### src/rtl/alu_acc_stream_if.sv
// alu_acc_stream_if: request/response bundle between the instruction
// sequencer (master) and the accumulator ALU (slave).
//   Request  : in_valid, in_ready, opcode[3:0], A, B
//   Response : out_valid, out_ready, ALU_Out, flag_z/c/v/err
//   State    : acc (architecturally visible accumulator)
interface alu_acc_stream_if #(
    parameter int WIDTH = 8
);
    logic             in_valid;
    logic             in_ready;
    logic [3:0]       opcode;
    logic [WIDTH-1:0] A;
    logic [WIDTH-1:0] B;
    logic             out_valid;
    logic             out_ready;
    logic [WIDTH-1:0] ALU_Out;
    logic             flag_z;
    logic             flag_c;
    logic             flag_v;
    logic             flag_err;
    logic [WIDTH-1:0] acc;

    modport master (
        output in_valid, opcode, A, B, out_ready,
        input  in_ready, out_valid, ALU_Out, flag_z, flag_c, flag_v, flag_err, acc
    );

    modport slave (
        input  in_valid, opcode, A, B, out_ready,
        output in_ready, out_valid, ALU_Out, flag_z, flag_c, flag_v, flag_err, acc
    );
endinterface

### src/rtl/alu_acc_stream.sv
// alu_acc_stream: WIDTH-generic opcode ALU with an architecturally visible
// accumulator, status flags, valid/ready handshakes on both sides and a
// multi-cycle restoring divider.
// Ports:
//   clk    - rising-edge clock
//   rst_n  - asynchronous active-low reset
//   bus    - alu_acc_stream_if.slave: request (in_valid/in_ready/opcode/A/B),
//            response (out_valid/out_ready/ALU_Out/flags) and acc
// Non-DIV ops produce a result the cycle after accept; DIV takes WIDTH edges.
// A result may be popped and a new op accepted on the same edge.
module alu_acc_stream #(
    parameter int               WIDTH    = 8,
    parameter logic [WIDTH-1:0] ACC_INIT = {WIDTH{1'b0}}
) (
    input  logic              clk,
    input  logic              rst_n,
    alu_acc_stream_if.slave   bus
);

    localparam int               CW         = $clog2(WIDTH);
    localparam logic [CW-1:0]    CNT_LAST_C = CW'(WIDTH - 1);
    localparam logic [WIDTH-1:0] W_C        = WIDTH'(WIDTH);

    localparam logic [3:0] OP_ADD  = 4'd0;
    localparam logic [3:0] OP_SUB  = 4'd1;
    localparam logic [3:0] OP_MUL  = 4'd2;
    localparam logic [3:0] OP_DIV  = 4'd3;
    localparam logic [3:0] OP_ADDA = 4'd4;
    localparam logic [3:0] OP_MULA = 4'd5;
    localparam logic [3:0] OP_MAC  = 4'd6;
    localparam logic [3:0] OP_ROL  = 4'd7;
    localparam logic [3:0] OP_ROR  = 4'd8;
    localparam logic [3:0] OP_LDA  = 4'd9;
    localparam logic [3:0] OP_CLRA = 4'd10;

    typedef enum logic [1:0] {
        ST_IDLE = 2'd0,
        ST_DIV  = 2'd1,
        ST_DONE = 2'd2
    } state_t;

    state_t           state_r;
    logic             out_valid_r;
    logic [WIDTH-1:0] result_r;
    logic             flag_z_r;
    logic             flag_c_r;
    logic             flag_v_r;
    logic             flag_err_r;
    logic [WIDTH-1:0] acc_r;

    // divider working registers
    logic [WIDTH-1:0] div_q_r;
    logic [WIDTH-1:0] div_rem_r;
    logic [WIDTH-1:0] div_b_r;
    logic             div_bz_r;
    logic [CW-1:0]    div_cnt_r;

    logic             in_ready_s;
    logic             accept_s;

    logic [WIDTH-1:0] res_s;
    logic             c_s;
    logic             v_s;
    logic             err_s;
    logic             acc_wr_s;
    logic [WIDTH-1:0] acc_nxt_s;

    logic [WIDTH:0]     sum_ab_s;
    logic [WIDTH:0]     diff_ab_s;
    logic [WIDTH:0]     sum_acc_a_s;
    logic [WIDTH:0]     sum_mac_s;
    logic [2*WIDTH-1:0] prod_ab_s;
    logic [2*WIDTH-1:0] prod_acc_a_s;
    logic [WIDTH-1:0]   sh_s;
    logic [2*WIDTH-1:0] rol_s;
    logic [2*WIDTH-1:0] ror_s;

    logic [WIDTH:0]   rem_sh_s;
    logic [WIDTH:0]   trial_s;
    logic [WIDTH-1:0] rem_nxt_s;
    logic [WIDTH-1:0] q_nxt_s;

    // Ready when idle, or when the held result is being popped this edge.
    assign in_ready_s = (state_r == ST_IDLE) || ((state_r == ST_DONE) && bus.out_ready);
    assign accept_s   = bus.in_valid && in_ready_s;

    assign bus.in_ready  = in_ready_s;
    assign bus.out_valid = out_valid_r;
    assign bus.ALU_Out   = result_r;
    assign bus.flag_z    = flag_z_r;
    assign bus.flag_c    = flag_c_r;
    assign bus.flag_v    = flag_v_r;
    assign bus.flag_err  = flag_err_r;
    assign bus.acc       = acc_r;

    // Single-cycle datapath: result, flags and accumulator update for the presented op.
    always_comb begin
        res_s     = {WIDTH{1'b0}};
        c_s       = 1'b0;
        v_s       = 1'b0;
        err_s     = 1'b0;
        acc_wr_s  = 1'b0;
        acc_nxt_s = acc_r;

        sum_ab_s     = {1'b0, bus.A} + {1'b0, bus.B};
        diff_ab_s    = {1'b0, bus.A} - {1'b0, bus.B};
        prod_ab_s    = {{WIDTH{1'b0}}, bus.A} * {{WIDTH{1'b0}}, bus.B};
        prod_acc_a_s = {{WIDTH{1'b0}}, acc_r} * {{WIDTH{1'b0}}, bus.A};
        sum_acc_a_s  = {1'b0, acc_r} + {1'b0, bus.A};
        sum_mac_s    = {1'b0, acc_r} + {1'b0, prod_ab_s[WIDTH-1:0]};
        // rotate via a doubled word so any amount 0..WIDTH-1 is one shift
        sh_s         = bus.B % W_C;
        rol_s        = {bus.A, bus.A} << sh_s;
        ror_s        = {bus.A, bus.A} >> sh_s;

        case (bus.opcode)
            OP_ADD: begin
                res_s = sum_ab_s[WIDTH-1:0];
                c_s   = sum_ab_s[WIDTH];
                v_s   = (bus.A[WIDTH-1] == bus.B[WIDTH-1]) && (res_s[WIDTH-1] != bus.A[WIDTH-1]);
            end
            OP_SUB: begin
                res_s = diff_ab_s[WIDTH-1:0];
                c_s   = diff_ab_s[WIDTH];
                v_s   = (bus.A[WIDTH-1] != bus.B[WIDTH-1]) && (res_s[WIDTH-1] != bus.A[WIDTH-1]);
            end
            OP_MUL: begin
                res_s = prod_ab_s[WIDTH-1:0];
                c_s   = |prod_ab_s[2*WIDTH-1:WIDTH];
            end
            OP_DIV: begin
                res_s = {WIDTH{1'b0}};
            end
            OP_ADDA: begin
                res_s     = sum_acc_a_s[WIDTH-1:0];
                c_s       = sum_acc_a_s[WIDTH];
                acc_wr_s  = 1'b1;
                acc_nxt_s = sum_acc_a_s[WIDTH-1:0];
            end
            OP_MULA: begin
                res_s     = prod_acc_a_s[WIDTH-1:0];
                c_s       = |prod_acc_a_s[2*WIDTH-1:WIDTH];
                acc_wr_s  = 1'b1;
                acc_nxt_s = prod_acc_a_s[WIDTH-1:0];
            end
            OP_MAC: begin
                res_s     = sum_mac_s[WIDTH-1:0];
                c_s       = (|prod_ab_s[2*WIDTH-1:WIDTH]) || sum_mac_s[WIDTH];
                acc_wr_s  = 1'b1;
                acc_nxt_s = sum_mac_s[WIDTH-1:0];
            end
            OP_ROL: begin
                res_s = rol_s[2*WIDTH-1:WIDTH];
            end
            OP_ROR: begin
                res_s = ror_s[WIDTH-1:0];
            end
            OP_LDA: begin
                res_s     = bus.A;
                acc_wr_s  = 1'b1;
                acc_nxt_s = bus.A;
            end
            OP_CLRA: begin
                res_s     = ACC_INIT;
                acc_wr_s  = 1'b1;
                acc_nxt_s = ACC_INIT;
            end
            default: begin
                res_s = {WIDTH{1'b0}};
                err_s = 1'b1;
            end
        endcase
    end

    // One restoring-division step: shift in the next dividend bit, try to subtract.
    always_comb begin
        rem_sh_s = {div_rem_r, div_q_r[WIDTH-1]};
        trial_s  = rem_sh_s - {1'b0, div_b_r};
        // A zero divisor always "fits", which yields the all-ones quotient.
        if (!trial_s[WIDTH] || div_bz_r) begin
            rem_nxt_s = trial_s[WIDTH-1:0];
            q_nxt_s   = {div_q_r[WIDTH-2:0], 1'b1};
        end else begin
            rem_nxt_s = rem_sh_s[WIDTH-1:0];
            q_nxt_s   = {div_q_r[WIDTH-2:0], 1'b0};
        end
    end

    // Control FSM with registered result, flags, accumulator and out_valid.
    always_ff @(posedge clk or negedge rst_n) begin
        if (!rst_n) begin
            state_r     <= ST_IDLE;
            out_valid_r <= 1'b0;
            result_r    <= {WIDTH{1'b0}};
            flag_z_r    <= 1'b0;
            flag_c_r    <= 1'b0;
            flag_v_r    <= 1'b0;
            flag_err_r  <= 1'b0;
            acc_r       <= ACC_INIT;
            div_q_r     <= {WIDTH{1'b0}};
            div_rem_r   <= {WIDTH{1'b0}};
            div_b_r     <= {WIDTH{1'b0}};
            div_bz_r    <= 1'b0;
            div_cnt_r   <= {CW{1'b0}};
        end else if (accept_s) begin
            if (bus.opcode == OP_DIV) begin
                state_r     <= ST_DIV;
                out_valid_r <= 1'b0;
                div_q_r     <= bus.A;
                div_rem_r   <= {WIDTH{1'b0}};
                div_b_r     <= bus.B;
                div_bz_r    <= (bus.B == {WIDTH{1'b0}});
                div_cnt_r   <= {CW{1'b0}};
            end else begin
                state_r     <= ST_DONE;
                out_valid_r <= 1'b1;
                result_r    <= res_s;
                flag_z_r    <= (res_s == {WIDTH{1'b0}});
                flag_c_r    <= c_s;
                flag_v_r    <= v_s;
                flag_err_r  <= err_s;
                if (acc_wr_s) begin
                    acc_r <= acc_nxt_s;
                end
            end
        end else begin
            case (state_r)
                ST_IDLE: begin
                    state_r <= ST_IDLE;
                end
                ST_DIV: begin
                    div_q_r   <= q_nxt_s;
                    div_rem_r <= rem_nxt_s;
                    div_cnt_r <= div_cnt_r + {{(CW-1){1'b0}}, 1'b1};
                    if (div_cnt_r == CNT_LAST_C) begin
                        state_r     <= ST_DONE;
                        out_valid_r <= 1'b1;
                        result_r    <= q_nxt_s;
                        flag_z_r    <= (q_nxt_s == {WIDTH{1'b0}});
                        flag_c_r    <= 1'b0;
                        flag_v_r    <= 1'b0;
                        flag_err_r  <= div_bz_r;
                    end
                end
                ST_DONE: begin
                    if (bus.out_ready) begin
                        state_r     <= ST_IDLE;
                        out_valid_r <= 1'b0;
                    end
                end
                default: begin
                    state_r     <= ST_IDLE;
                    out_valid_r <= 1'b0;
                end
            endcase
        end
    end

endmodule

### src/flat_wrapper.sv
// flat-port wrapper written by rule: the top's interface ports become plain ports
module alu_acc_stream_flat 
#(
    parameter int               WIDTH    = 8,
    parameter logic [WIDTH-1:0] ACC_INIT = {WIDTH{1'b0}}
)
  (clk, rst_n, bus_in_valid, bus_opcode, bus_A, bus_B, bus_out_ready, bus_in_ready, bus_out_valid, bus_ALU_Out, bus_flag_z, bus_flag_c, bus_flag_v, bus_flag_err, bus_acc);
  alu_acc_stream_if #(.WIDTH(WIDTH)) bus_i ();
  input  logic clk;
  input  logic rst_n;
  input wire logic [$bits(bus_i.in_valid)-1:0] bus_in_valid;
  input wire logic [$bits(bus_i.opcode)-1:0] bus_opcode;
  input wire logic [$bits(bus_i.A)-1:0] bus_A;
  input wire logic [$bits(bus_i.B)-1:0] bus_B;
  input wire logic [$bits(bus_i.out_ready)-1:0] bus_out_ready;
  output wire logic [$bits(bus_i.in_ready)-1:0] bus_in_ready;
  output wire logic [$bits(bus_i.out_valid)-1:0] bus_out_valid;
  output wire logic [$bits(bus_i.ALU_Out)-1:0] bus_ALU_Out;
  output wire logic [$bits(bus_i.flag_z)-1:0] bus_flag_z;
  output wire logic [$bits(bus_i.flag_c)-1:0] bus_flag_c;
  output wire logic [$bits(bus_i.flag_v)-1:0] bus_flag_v;
  output wire logic [$bits(bus_i.flag_err)-1:0] bus_flag_err;
  output wire logic [$bits(bus_i.acc)-1:0] bus_acc;
  assign bus_i.in_valid = bus_in_valid;
  assign bus_i.opcode = bus_opcode;
  assign bus_i.A = bus_A;
  assign bus_i.B = bus_B;
  assign bus_i.out_ready = bus_out_ready;
  assign bus_in_ready = bus_i.in_ready;
  assign bus_out_valid = bus_i.out_valid;
  assign bus_ALU_Out = bus_i.ALU_Out;
  assign bus_flag_z = bus_i.flag_z;
  assign bus_flag_c = bus_i.flag_c;
  assign bus_flag_v = bus_i.flag_v;
  assign bus_flag_err = bus_i.flag_err;
  assign bus_acc = bus_i.acc;
  alu_acc_stream #(.WIDTH(WIDTH), .ACC_INIT(ACC_INIT)) u_core (.clk(clk), .rst_n(rst_n), .bus(bus_i));
endmodule
### config.mk
export PLATFORM = sky130hd
export DESIGN_NAME = alu_acc_stream_flat
export DESIGN_NICKNAME = d
export VERILOG_FILES = /design/src/rtl/alu_acc_stream_if.sv /design/src/rtl/alu_acc_stream.sv /design/src/flat_wrapper.sv
export SDC_FILE = /design/constraint.sdc
export NUM_CORES = 1
export LEC_CHECK = 0
export CAP_MARGIN = 15
export CORE_MARGIN = 2
export CORE_UTILIZATION = 30
export CTS_CLUSTER_SIZE = 16
export DETAILED_ROUTE_END_ITERATION = 10
export SETUP_SLACK_MARGIN = 0.15
export SLEW_MARGIN = 20
export SYNTH_ARGS = -nofsm -noshare
export SYNTH_HDL_FRONTEND = slang
export SYNTH_SLANG_ARGS = --single-unit
### constraint.sdc
create_clock -name clk -period 7 [get_ports clk]
set_input_delay 0.7 -clock clk [delete_from_list [all_inputs] [get_ports clk]]
set_output_delay 0.7 -clock clk [all_outputs]
set_load 0.03 [all_outputs]
Word level (Yosys, flattened, before mapping)

Index checks and enable logic that the tools add are counted.
Widths: inputs -> output; s select.

Bits in registers: 51
Logic and storage cells: 117

Add/sub/neg operators: 6
Bitwise gates (word level): 1
Reduce and logical (&&, ||, !) cells: 26
Shifts and indexed selects: 2
Muxes and demuxes: 45
Multipliers: 2
Eq/ne operators: 22

Operators by type and width:

| kind               | number |
|---|---|
| $mux 8             | 11 |
| $pmux 8 s9         | 1 |
| $pmux 8 s5         | 1 |
| $mul 8x8->16       | 2 |
| $add 8x8->9        | 3 |
| $logic_not 8->1    | 3 |
| $mux 1             | 21 |
| $eq 4x3->1 const B | 4 |
| $reduce_or 8->1    | 2 |
| $shl 16x3->16      | 1 |
| $shr 16x3->8       | 1 |
| $eq 4x4->1 const B | 3 |
| $reduce_or 10->1   | 1 |
| $mux 3             | 3 |
| $sub 8x8->9        | 1 |
| $sub 9x8->9        | 1 |
| $eq 4x2->1 const B | 2 |
| $mux 2             | 4 |
| $pmux 1 s6         | 1 |
| $reduce_and 2->1   | 3 |
| $reduce_and 3->1   | 2 |
| $reduce_bool 5->1  | 1 |
| $reduce_or 5->1    | 1 |
| $eq 4x1->1 const B | 1 |
| other kinds (21)   | 30 |

Depth between registers and ports, before layout

Gate-level depths: netlist (run 1).

Depth in word-level cells: 8
Mapped depth: 23
Gate-level depth less buffers: 22

Worst setup path after synthesis (run 1)

OpenSTA, ideal clock, no wires.

Kind: input to register
From: in bus_A[3]
To: reg u_core.flag_c_r (netlist: u_core.bus.flag_c)
Library setup time: 0.142 ns
Path slack: 1.606 ns
Cell stages on the path: 17
Arrival: 5.252 ns
Cell sequence: clkbuf_1 > clkbuf_1 > nand2_1 > fa_1 > fa_1 > fa_1 > fa_1 > inv_1 > ha_1 > and3_1 > a2111o_1 > a21o_1 > a31o_2 > xnor2_1 > o2111ai_1 > o211ai_1 > a41oi_1

Longest elaborated chain between the ends: 6
Elaborated cells on any way between the ends: 12
Classes of those cells: add/sub (4); mul (2); mux (3); reduce/logical (3)

Ends and longest elaborated chain:

| element                                        | RTL line                                                            | text |
|---|---|---|
| start: declaration                             | flat_wrapper.sv:13                                                  | `input wire logic [$bits(bus_i.A)-1:0] bus_A;` |
| $mul 8x8->16                                   | alu_acc_stream.sv:107                                               | `prod_ab_s = {{WIDTH{1'b0}}, bus.A} * {{WIDTH{1'b0}}, bus.B};` |
| $add 8x8->9 or $reduce_or 8->1 (tied branches) | alu_acc_stream.sv:110, alu_acc_stream.sv:129, alu_acc_stream.sv:148 |  |
| $logic_or 1x1->1                               | alu_acc_stream.sv:148                                               | `c_s = (\|prod_ab_s[2*WIDTH-1:WIDTH]) \|\| sum_mac_s[WIDTH];` |
| $pmux 1 s6 (*)                                 | alu_acc_stream.sv:116                                               | `case (bus.opcode)` |
| $mux 1 (*)                                     | alu_acc_stream.sv:206                                               | `if (bus.opcode == OP_DIV) begin` |
| $mux 1 (*)                                     | alu_acc_stream.sv:205                                               | `end else if (accept_s) begin` |
| end signal: assignment                         | alu_acc_stream.sv:219                                               | `flag_c_r <= c_s;` |
| end: declaration                               | alu_acc_stream.sv:46                                                | `logic flag_c_r;` |

Every way passes the cells marked *; elsewhere a longest branch is shown, timed or not. The select of a mux whose other input is x is not followed.
A chain may end at the register's enable or synchronous reset.

Final worst setup path (run 1)

From: in bus_A[4]
To: reg u_core.flag_c_r (netlist: u_core.bus.flag_c)

The elaborated chain is that of the path after synthesis.

==> impl_metrics.py, run 1 <==
metrics = {
    "setup_path": {
        "cp_max_fo": 16,
        "ff2ff_path_depth": 15,
        "worst_setup_slack_for_register_to_register_paths_ps": 1680,
        "startpoint_type": "input pin",
        "criticalPathCategory": "input pin to flip-flop",
        "worst_r2r_startpoint": "u_core.bus.acc[3]",
        "crit_required_ps": 7170,
        "crit-reg2reg-capture": "u_core.bus.flag_c",
        "worst_ep_arrival_time_ps": 6300,
        "setup.worst_path.end_class": "flip-flop",
    },
    "yosys": {
        "synth_largest_type_area_fraction_pct": 16.5,
        "dominantRegCellSynth": "sky130_fd_sc_hd__dfrtp_1",
        "post_synthesis_cells": 1133,
        "yosys-mux-area-fraction_pct": 6.55,
        "yosysTopAreaCell": "sky130_fd_sc_hd__fa_1",
        "synthesis.yosys.warnings": 0,
        "synth.ff_latch_count": 51,
        "syn-cell-area_mm2": 0.00932,
        "synthesized_area_fraction_occupied_by_and_or_nand_nor_cells_pct": 19.9,
        "syn-mean-instance-area_um2": 8.23,
        "synthTopCellsByCount": "sky130_fd_sc_hd__inv_1, sky130_fd_sc_hd__nand2_1, sky130_fd_sc_hd__ha_1",
        "synth_top_family_by_area": "adder cells",
        "synth_nets": 1348,
        "post_synth_xor_area_fraction_pct": 2.63,
        "synth_most_common_cell": "sky130_fd_sc_hd__inv_1",
        "synth_seq_area_share_pct": 13.7,
        "synthArstFlopShare_pct": 100,
        "yosys.area_share.adder_pct": 31.8,
        "synth.area.top_cells": "sky130_fd_sc_hd__fa_1, sky130_fd_sc_hd__ha_1, sky130_fd_sc_hd__dfrtp_1",
        "synth_edf_count": 0,
        "netlist-cell-type-count": 85,
        "post_synthesis_compound_gate_area_fraction_pct": 16.9,
    },
    "cts": {
        "tritoncts": "done",
        "htree_num_levels": 2,
        "post-cts-setup-buffers": 0,
        "clock_sink_count": 51,
        "cts_buffer_count": 5,
        "cts.hold.buffers_added": 0,
        "clk_path_buf_depth": 2,
        "cts_resized": 0,
        "clk-insertion-delay-late_ps": 300,
        "clock_transition_at_the_registers_of_the_reported_paths_ps": 80,
        "clock_tree.root_cell": "sky130_fd_sc_hd__clkbuf_16",
    },
    "sta": {
        "final_slew_viol_count": 0,
        "setup_viol": 0,
        "report.final.hold_viol_count": 0,
        "timing_worst_slew_pin_value_ps": 1110,
        "period_share_pct": 87.6,
        "fmax_ghz": 0.163,
        "grt_setup_unrepaired": "false",
        "relSlewSlack_pct": 24.7,
        "fin_worst_skew_ps": 10.8,
        "finalCriticalPeriod_ps": 6130,
        "totalNegativeSetupSlack_ps": 0,
        "timing.final.ws_setup_ps": 868,
    },
    "min_path": {
        "min_delay_path_depth": 2,
        "hold_end": "u_core.bus.ALU_Out[0]",
        "min_path_type": "flip-flop to flip-flop",
        "worst_hold_start": "u_core.bus.ALU_Out[0]",
    },
    "power_and_ir_drop": {
        "power.density_mw_per_mm2": 489,
        "totalPowerFinal_w": 0.00508,
        "worst_ir_drop_vdd_v": 0.000414,
        "static_leakage_power_nw": 4.87,
    },
    "placement": {
        "numPlacedInstances": 1550,
        "dp.final_hpwl_um": 21800,
        "post_dp_cell_area_mm2": 0.0102,
        "port_buffers": 45,
        "post-place-ws_ps": 589,
        "place.gp.congestion": 0.927,
    },
    "run": {
        "drv_cap": 0,
    },
    "die": {
        "io-pin-count": 46,
        "die_area_mm2": 0.0325,
        "start_util_pct": 30.5,
        "die_width_um": 180,
        "core_region_area_mm2": 0.0306,
        "fp.dieH_um": 180,
        "core.rowCount": 64,
    },
    "routing": {
        "num_vias": 8336,
        "wl_per_cell_um": 17.9,
        "drtAntennaViolNets": 0,
        "number_of_search_and_repair_iterations_in_the_first_detailed_routing_pass": 5,
        "drt-vias-per-instance": 5.35,
        "detail_route.wirelength_um": 27800,
        "drt_first_iter_violations": 739,
        "count_of_unresolved_drc_violations_after_routing": 0,
    },
    "run_status": {
        "run_status": "finished, final reports clean",
    },
    "layout": {
        "area.growth.synth_to_final_pct": 11.6,
        "layout-drive-gt1-share_pct": 5.94,
        "fin_nets": 1376,
        "antennaDiodeCount": 0,
        "layout.cell_area.non_filler_mm2": 0.0104,
        "filler_cell_count_in_the_final_layout": 3224,
        "layoutNonFillerInstCount": 1558,
    },
    "global_route": {
        "grt_remaining_overflow": 0,
        "grt_start_max_net_pins": 52,
        "grt_util_all_layers_pct": 17.3,
        "grt_antenna_before_repair": 0,
        "grt_pass1_wl_um": 45200,
        "grt_pass1_vias": 8083,
    },
}
==> area by class of cell <==
class                   count  area [um^2]  area share [%]
multi-input cells         882         7260            69.8
well taps                 396          495            4.76
flip-flops and latches     51         1280            12.3
clock inverters             3         46.3           0.445
inverters                 151          567            5.45
clock buffers               5          125            1.20
repair buffers             70          633            6.08
==> how the worst max path moves through the flow <==
| stage | start | endpoint | slack [ps] | cells after the start |
|---|---|---|---|---|
| finish | bus_A[4] | u_core.bus.flag_c | 870 | 16 |
| global route | bus_A[4] | u_core.bus.flag_c | 650 | 16 |
| CTS | bus_A[4] | u_core.bus.flag_c | 870 | 16 |
| detailed placement | bus_A[4] | u_core.bus.flag_c | 590 | 16 |
| global placement | bus_A[4] | u_core.bus.flag_c | 720 | 16 |
| floorplan | bus_A[3] | u_core.bus.flag_c | 1610 | 17 |
==> metal layers <==
layer	routed length, um	vias to the layer above	track usage [%]
li1	-	3950	-
met3	1680	40	2.08
met5	0	-	0
met1	13000	4060	24.7
met2	12500	286	27.4
met4	682	0	4.71
==> report_power, final <==
part / switching [W] / total, W / internal [W] / leakage [nW]
Combinational: 0.00242 / 0.00423 / 0.00181 / 4.14
Clock: 0.000127 / 0.000297 / 0.000171 / 0.0804
Sequential: 0.000160 / 0.000558 / 0.000398 / 0.645
Total: 0.00271 / 0.00508 / 0.00238 / 4.87
==> worst max-delay path, cell delays in order <==
cell	delay, ps
sky130_fd_sc_hd__clkdlybuf4s50_1	1050
sky130_fd_sc_hd__nand2_1	180
sky130_fd_sc_hd__fa_1	610
sky130_fd_sc_hd__fa_1	450
sky130_fd_sc_hd__fa_1	510
sky130_fd_sc_hd__fa_1	550
sky130_fd_sc_hd__inv_1	40
sky130_fd_sc_hd__ha_1	350
sky130_fd_sc_hd__nand2_1	110
sky130_fd_sc_hd__o211ai_1	160
sky130_fd_sc_hd__or4_1	470
sky130_fd_sc_hd__a31o_1	240
sky130_fd_sc_hd__a21oi_2	140
sky130_fd_sc_hd__xnor2_1	90
sky130_fd_sc_hd__o41ai_2	480
sky130_fd_sc_hd__a41oi_1	170
==> registers in the layout, indices dropped and copies added, names as in the netlist <==
name	cells
u_core.state_r	2
u_core.div_rem_r	8
u_core.div_cnt_r	3
u_core.div_bz_r	1
u_core.bus.acc	8
u_core.div_b_r	8
u_core.bus.flag_z	1
u_core.bus.flag_v	1
u_core.div_q_r	8
u_core.bus.flag_c	1
u_core.bus.ALU_Out	8
u_core.bus.out_valid	1
u_core.bus.flag_err	1
==> cell usage in the layout (no fill, tap or decap), types with 7 or more instances in the layout <==
cell type,n
sky130_fd_sc_hd__a211oi_1,12
sky130_fd_sc_hd__a21o_1,9
sky130_fd_sc_hd__a21oi_1,48
sky130_fd_sc_hd__a22oi_1,10
sky130_fd_sc_hd__a31oi_1,11
sky130_fd_sc_hd__and2_1,44
sky130_fd_sc_hd__buf_4,25
sky130_fd_sc_hd__clkdlybuf4s50_1,44
sky130_fd_sc_hd__dfrtp_1,51
sky130_fd_sc_hd__fa_1,77
sky130_fd_sc_hd__ha_1,114
sky130_fd_sc_hd__inv_1,148
sky130_fd_sc_hd__mux2_2,9
sky130_fd_sc_hd__mux2i_1,25
sky130_fd_sc_hd__mux4_2,11
sky130_fd_sc_hd__nand2_1,133
sky130_fd_sc_hd__nand2b_1,11
sky130_fd_sc_hd__nand3_1,23
sky130_fd_sc_hd__nand4_1,8
sky130_fd_sc_hd__nor2_1,84
sky130_fd_sc_hd__nor2b_1,15
sky130_fd_sc_hd__nor3_1,19
sky130_fd_sc_hd__o21a_1,7
sky130_fd_sc_hd__o21ai_0,60
sky130_fd_sc_hd__xnor2_1,15
sky130_fd_sc_hd__xor2_1,13
==> per-stage QoR <==
step | util (%) | hold slack, ps
global placement | 33.5 | 452
detailed placement | 33.5 | 456
finish | 34.0 | 473
floorplan | - | 404
CTS | 34.0 | 474
global route | 34.0 | 496
==> kinds of logic after synthesis <==
group / count (synthesis)
compound gates: 235
flops: 51
buf+inv: 200
simple gates: 382
fa+ha+maj: 191
xor+xnor: 28
mux: 46
No activity file was read; power rests on OpenSTA's default activity.
==> run 2: changes to the inputs <==
Settings changed: CAP_MARGIN 15 to 20, CORE_MARGIN 2 to 1.5.
==> run 2 against run 1 <==
Net effect:
- global-route usage increased by 0.85 points
- flip-flop and latch count stayed put
- final area is essentially flat
- via count grew 0.20%
- combinational power hardly changed
- clock skew grew 0.98 ps
- clock-buffer cell count unchanged
- first-iteration DRC count down 2.3%
- die area is 1.1% lower
- clock power decreased by 8.1%
- critical path type unchanged
- largest cell class unchanged
==> impl_metrics.py, run 2 (synthesis results as in run 1) <==
metrics = {
    "die": {
        "start_util_pct": 30.5,
        "core_region_area_mm2": 0.0306,
        "core.rowCount": 64,
        "io-pin-count": 46,
        "die_area_mm2": 0.0321,
        "die_width_um": 179,
        "fp.dieH_um": 179,
    },
    "setup_path": {
        "worst_r2r_startpoint": "u_core.bus.acc[1]",
        "criticalPathCategory": "input pin to flip-flop",
        "setup.worst_path.end_class": "flip-flop",
        "crit-reg2reg-capture": "u_core.bus.flag_c",
        "startpoint_type": "input pin",
        "ff2ff_path_depth": 15,
        "cp_max_fo": 12,
        "crit_required_ps": 7200,
        "worst_ep_arrival_time_ps": 6160,
        "worst_setup_slack_for_register_to_register_paths_ps": 1770,
    },
    "cts": {
        "post-cts-setup-buffers": 0,
        "clk-insertion-delay-late_ps": 320,
        "clock_sink_count": 51,
        "clock_transition_at_the_registers_of_the_reported_paths_ps": 70,
        "tritoncts": "done",
        "cts.hold.buffers_added": 0,
        "cts_resized": 0,
        "cts_buffer_count": 5,
        "htree_num_levels": 2,
        "clock_tree.root_cell": "sky130_fd_sc_hd__clkbuf_16",
        "clk_path_buf_depth": 2,
    },
    "sta": {
        "totalNegativeSetupSlack_ps": 0,
        "timing_worst_slew_pin_value_ps": 1150,
        "grt_setup_unrepaired": "false",
        "period_share_pct": 85.1,
        "setup_viol": 0,
        "report.final.hold_viol_count": 0,
        "final_slew_viol_count": 0,
        "timing.final.ws_setup_ps": 1040,
        "relSlewSlack_pct": 22.2,
        "finalCriticalPeriod_ps": 5960,
        "fin_worst_skew_ps": 11.8,
        "fmax_ghz": 0.168,
    },
    "placement": {
        "post-place-ws_ps": 791,
        "dp.final_hpwl_um": 22100,
        "post_dp_cell_area_mm2": 0.0102,
        "numPlacedInstances": 1552,
        "port_buffers": 45,
        "place.gp.congestion": 0.983,
    },
    "routing": {
        "drtAntennaViolNets": 0,
        "highest_signal_layer": "met4",
        "detail_route.wirelength_um": 28200,
        "drt_first_iter_violations": 722,
        "detailroute.wirelength.met3_um": 1700,
        "num_vias": 8353,
        "drt-vias-per-instance": 5.35,
        "count_of_unresolved_drc_violations_after_routing": 0,
        "wl_per_cell_um": 18.1,
        "wl_met2_um": 12600,
        "number_of_search_and_repair_iterations_in_the_first_detailed_routing_pass": 5,
        "wl_met1_um": 13100,
    },
    "layout": {
        "area.growth.synth_to_final_pct": 11.6,
        "fin_nets": 1378,
        "layoutNonFillerInstCount": 1560,
        "antennaDiodeCount": 0,
        "finalCoreUtilization_pct": 34.0,
        "layout-drive-gt1-share_pct": 6.10,
        "layout.cell_area.non_filler_mm2": 0.0104,
        "top_library_cells_by_usage_in_the_layout_fill_and_taps_aside": "sky130_fd_sc_hd__inv_1, sky130_fd_sc_hd__nand2_1, sky130_fd_sc_hd__ha_1",
        "final_common_cell": "sky130_fd_sc_hd__inv_1",
    },
    "power_and_ir_drop": {
        "worst_ir_drop_vdd_v": 0.000432,
        "static_leakage_power_nw": 4.87,
        "power.density_mw_per_mm2": 488,
    },
    "global_route": {
        "grt_start_max_net_pins": 52,
        "grt_pass1_vias": 8053,
        "grt_pass1_wl_um": 45200,
        "grt_antenna_before_repair": 0,
        "grt_util_all_layers_pct": 18.1,
        "grt_remaining_overflow": 0,
    },
    "min_path": {
        "worst_hold_start": "u_core.bus.ALU_Out[0]",
        "hold_end": "u_core.bus.ALU_Out[0]",
        "min_path_type": "flip-flop to flip-flop",
        "min_delay_path_depth": 2,
    },
    "run": {
        "drv_cap": 0,
    },
    "run_status": {
        "run_status": "finished, final reports clean",
    },
}
## run 2: cell types whose count changed in the layout (fill, tap and decap cells not counted), sizes merged
cell / before / now
buf: 26 / 28
bufinv: 1 / 0
clkinv: 2 / 4
clkinvlp: 1 / 0
## run 2: where the power goes
| part | total, W | switching (W) | internal [W] | leakage [nW] |
|---|---|---|---|---|
| sequential | 0.000559 | 0.000161 | 0.000398 | 0.645 |
| combinational | 0.00425 | 0.00243 | 0.00181 | 4.15 |
| clock | 0.000273 | 0.000136 | 0.000137 | 0.0759 |
| total | 0.00508 | 0.00273 | 0.00235 | 4.87 |
## run 2: area by class of cell
type | instances | area [um^2]
Clock inverter | 3 | 28.8
Fill cell | 3206 | 20200
Sequential cell | 51 | 1280
Multi-Input combinational cell | 882 | 7260
Tap cell | 396 | 495
Clock buffer | 5 | 125
Inverter | 151 | 567
Timing Repair Buffer | 72 | 648
## run 2: critical path: stages
cell	delay, ps
sky130_fd_sc_hd__clkdlybuf4s50_1	870
sky130_fd_sc_hd__buf_4	290
sky130_fd_sc_hd__nand2_1	100
sky130_fd_sc_hd__fa_1	480
sky130_fd_sc_hd__fa_1	540
sky130_fd_sc_hd__fa_1	450
sky130_fd_sc_hd__fa_1	540
sky130_fd_sc_hd__inv_1	40
sky130_fd_sc_hd__ha_1	340
sky130_fd_sc_hd__xnor2_1	280
sky130_fd_sc_hd__ha_1	300
sky130_fd_sc_hd__nand2b_1	100
sky130_fd_sc_hd__nor2_1	40
sky130_fd_sc_hd__a21oi_1	140
sky130_fd_sc_hd__nor2_1	60
sky130_fd_sc_hd__a221o_1	260
sky130_fd_sc_hd__a21oi_1	170
sky130_fd_sc_hd__nand3_1	170
sky130_fd_sc_hd__o221a_2	280
## run 2: per-stage QoR
step	power, W	hold slack, ps
floorplan	0.00378	404
global placement	0.00468	452
detailed placement	0.00477	459
CTS	0.00508	477
global route	0.00565	502
finish	0.00508	467
## run 2: how the worst max path moves through the flow
stage | depth (start not counted) | endpoint | startpoint
after floorplan | 17 | u_core.bus.flag_c | bus_A[3]
after global placement | 18 | u_core.bus.flag_c | bus_A[4]
after detailed placement | 19 | u_core.bus.ALU_Out[7] | bus_A[3]
after CTS | 19 | u_core.bus.ALU_Out[7] | bus_A[3]
after global routing | 19 | u_core.bus.ALU_Out[7] | bus_A[3]
final | 19 | u_core.bus.ALU_Out[7] | bus_A[4]
## run 2: layer usage
layer  up-vias  global-route usage, %
li1       3943                      -
met1      4067                   26.1
met2       296                   28.3
met3        47                   1.84
met4         0                   5.75
met5         -                      0
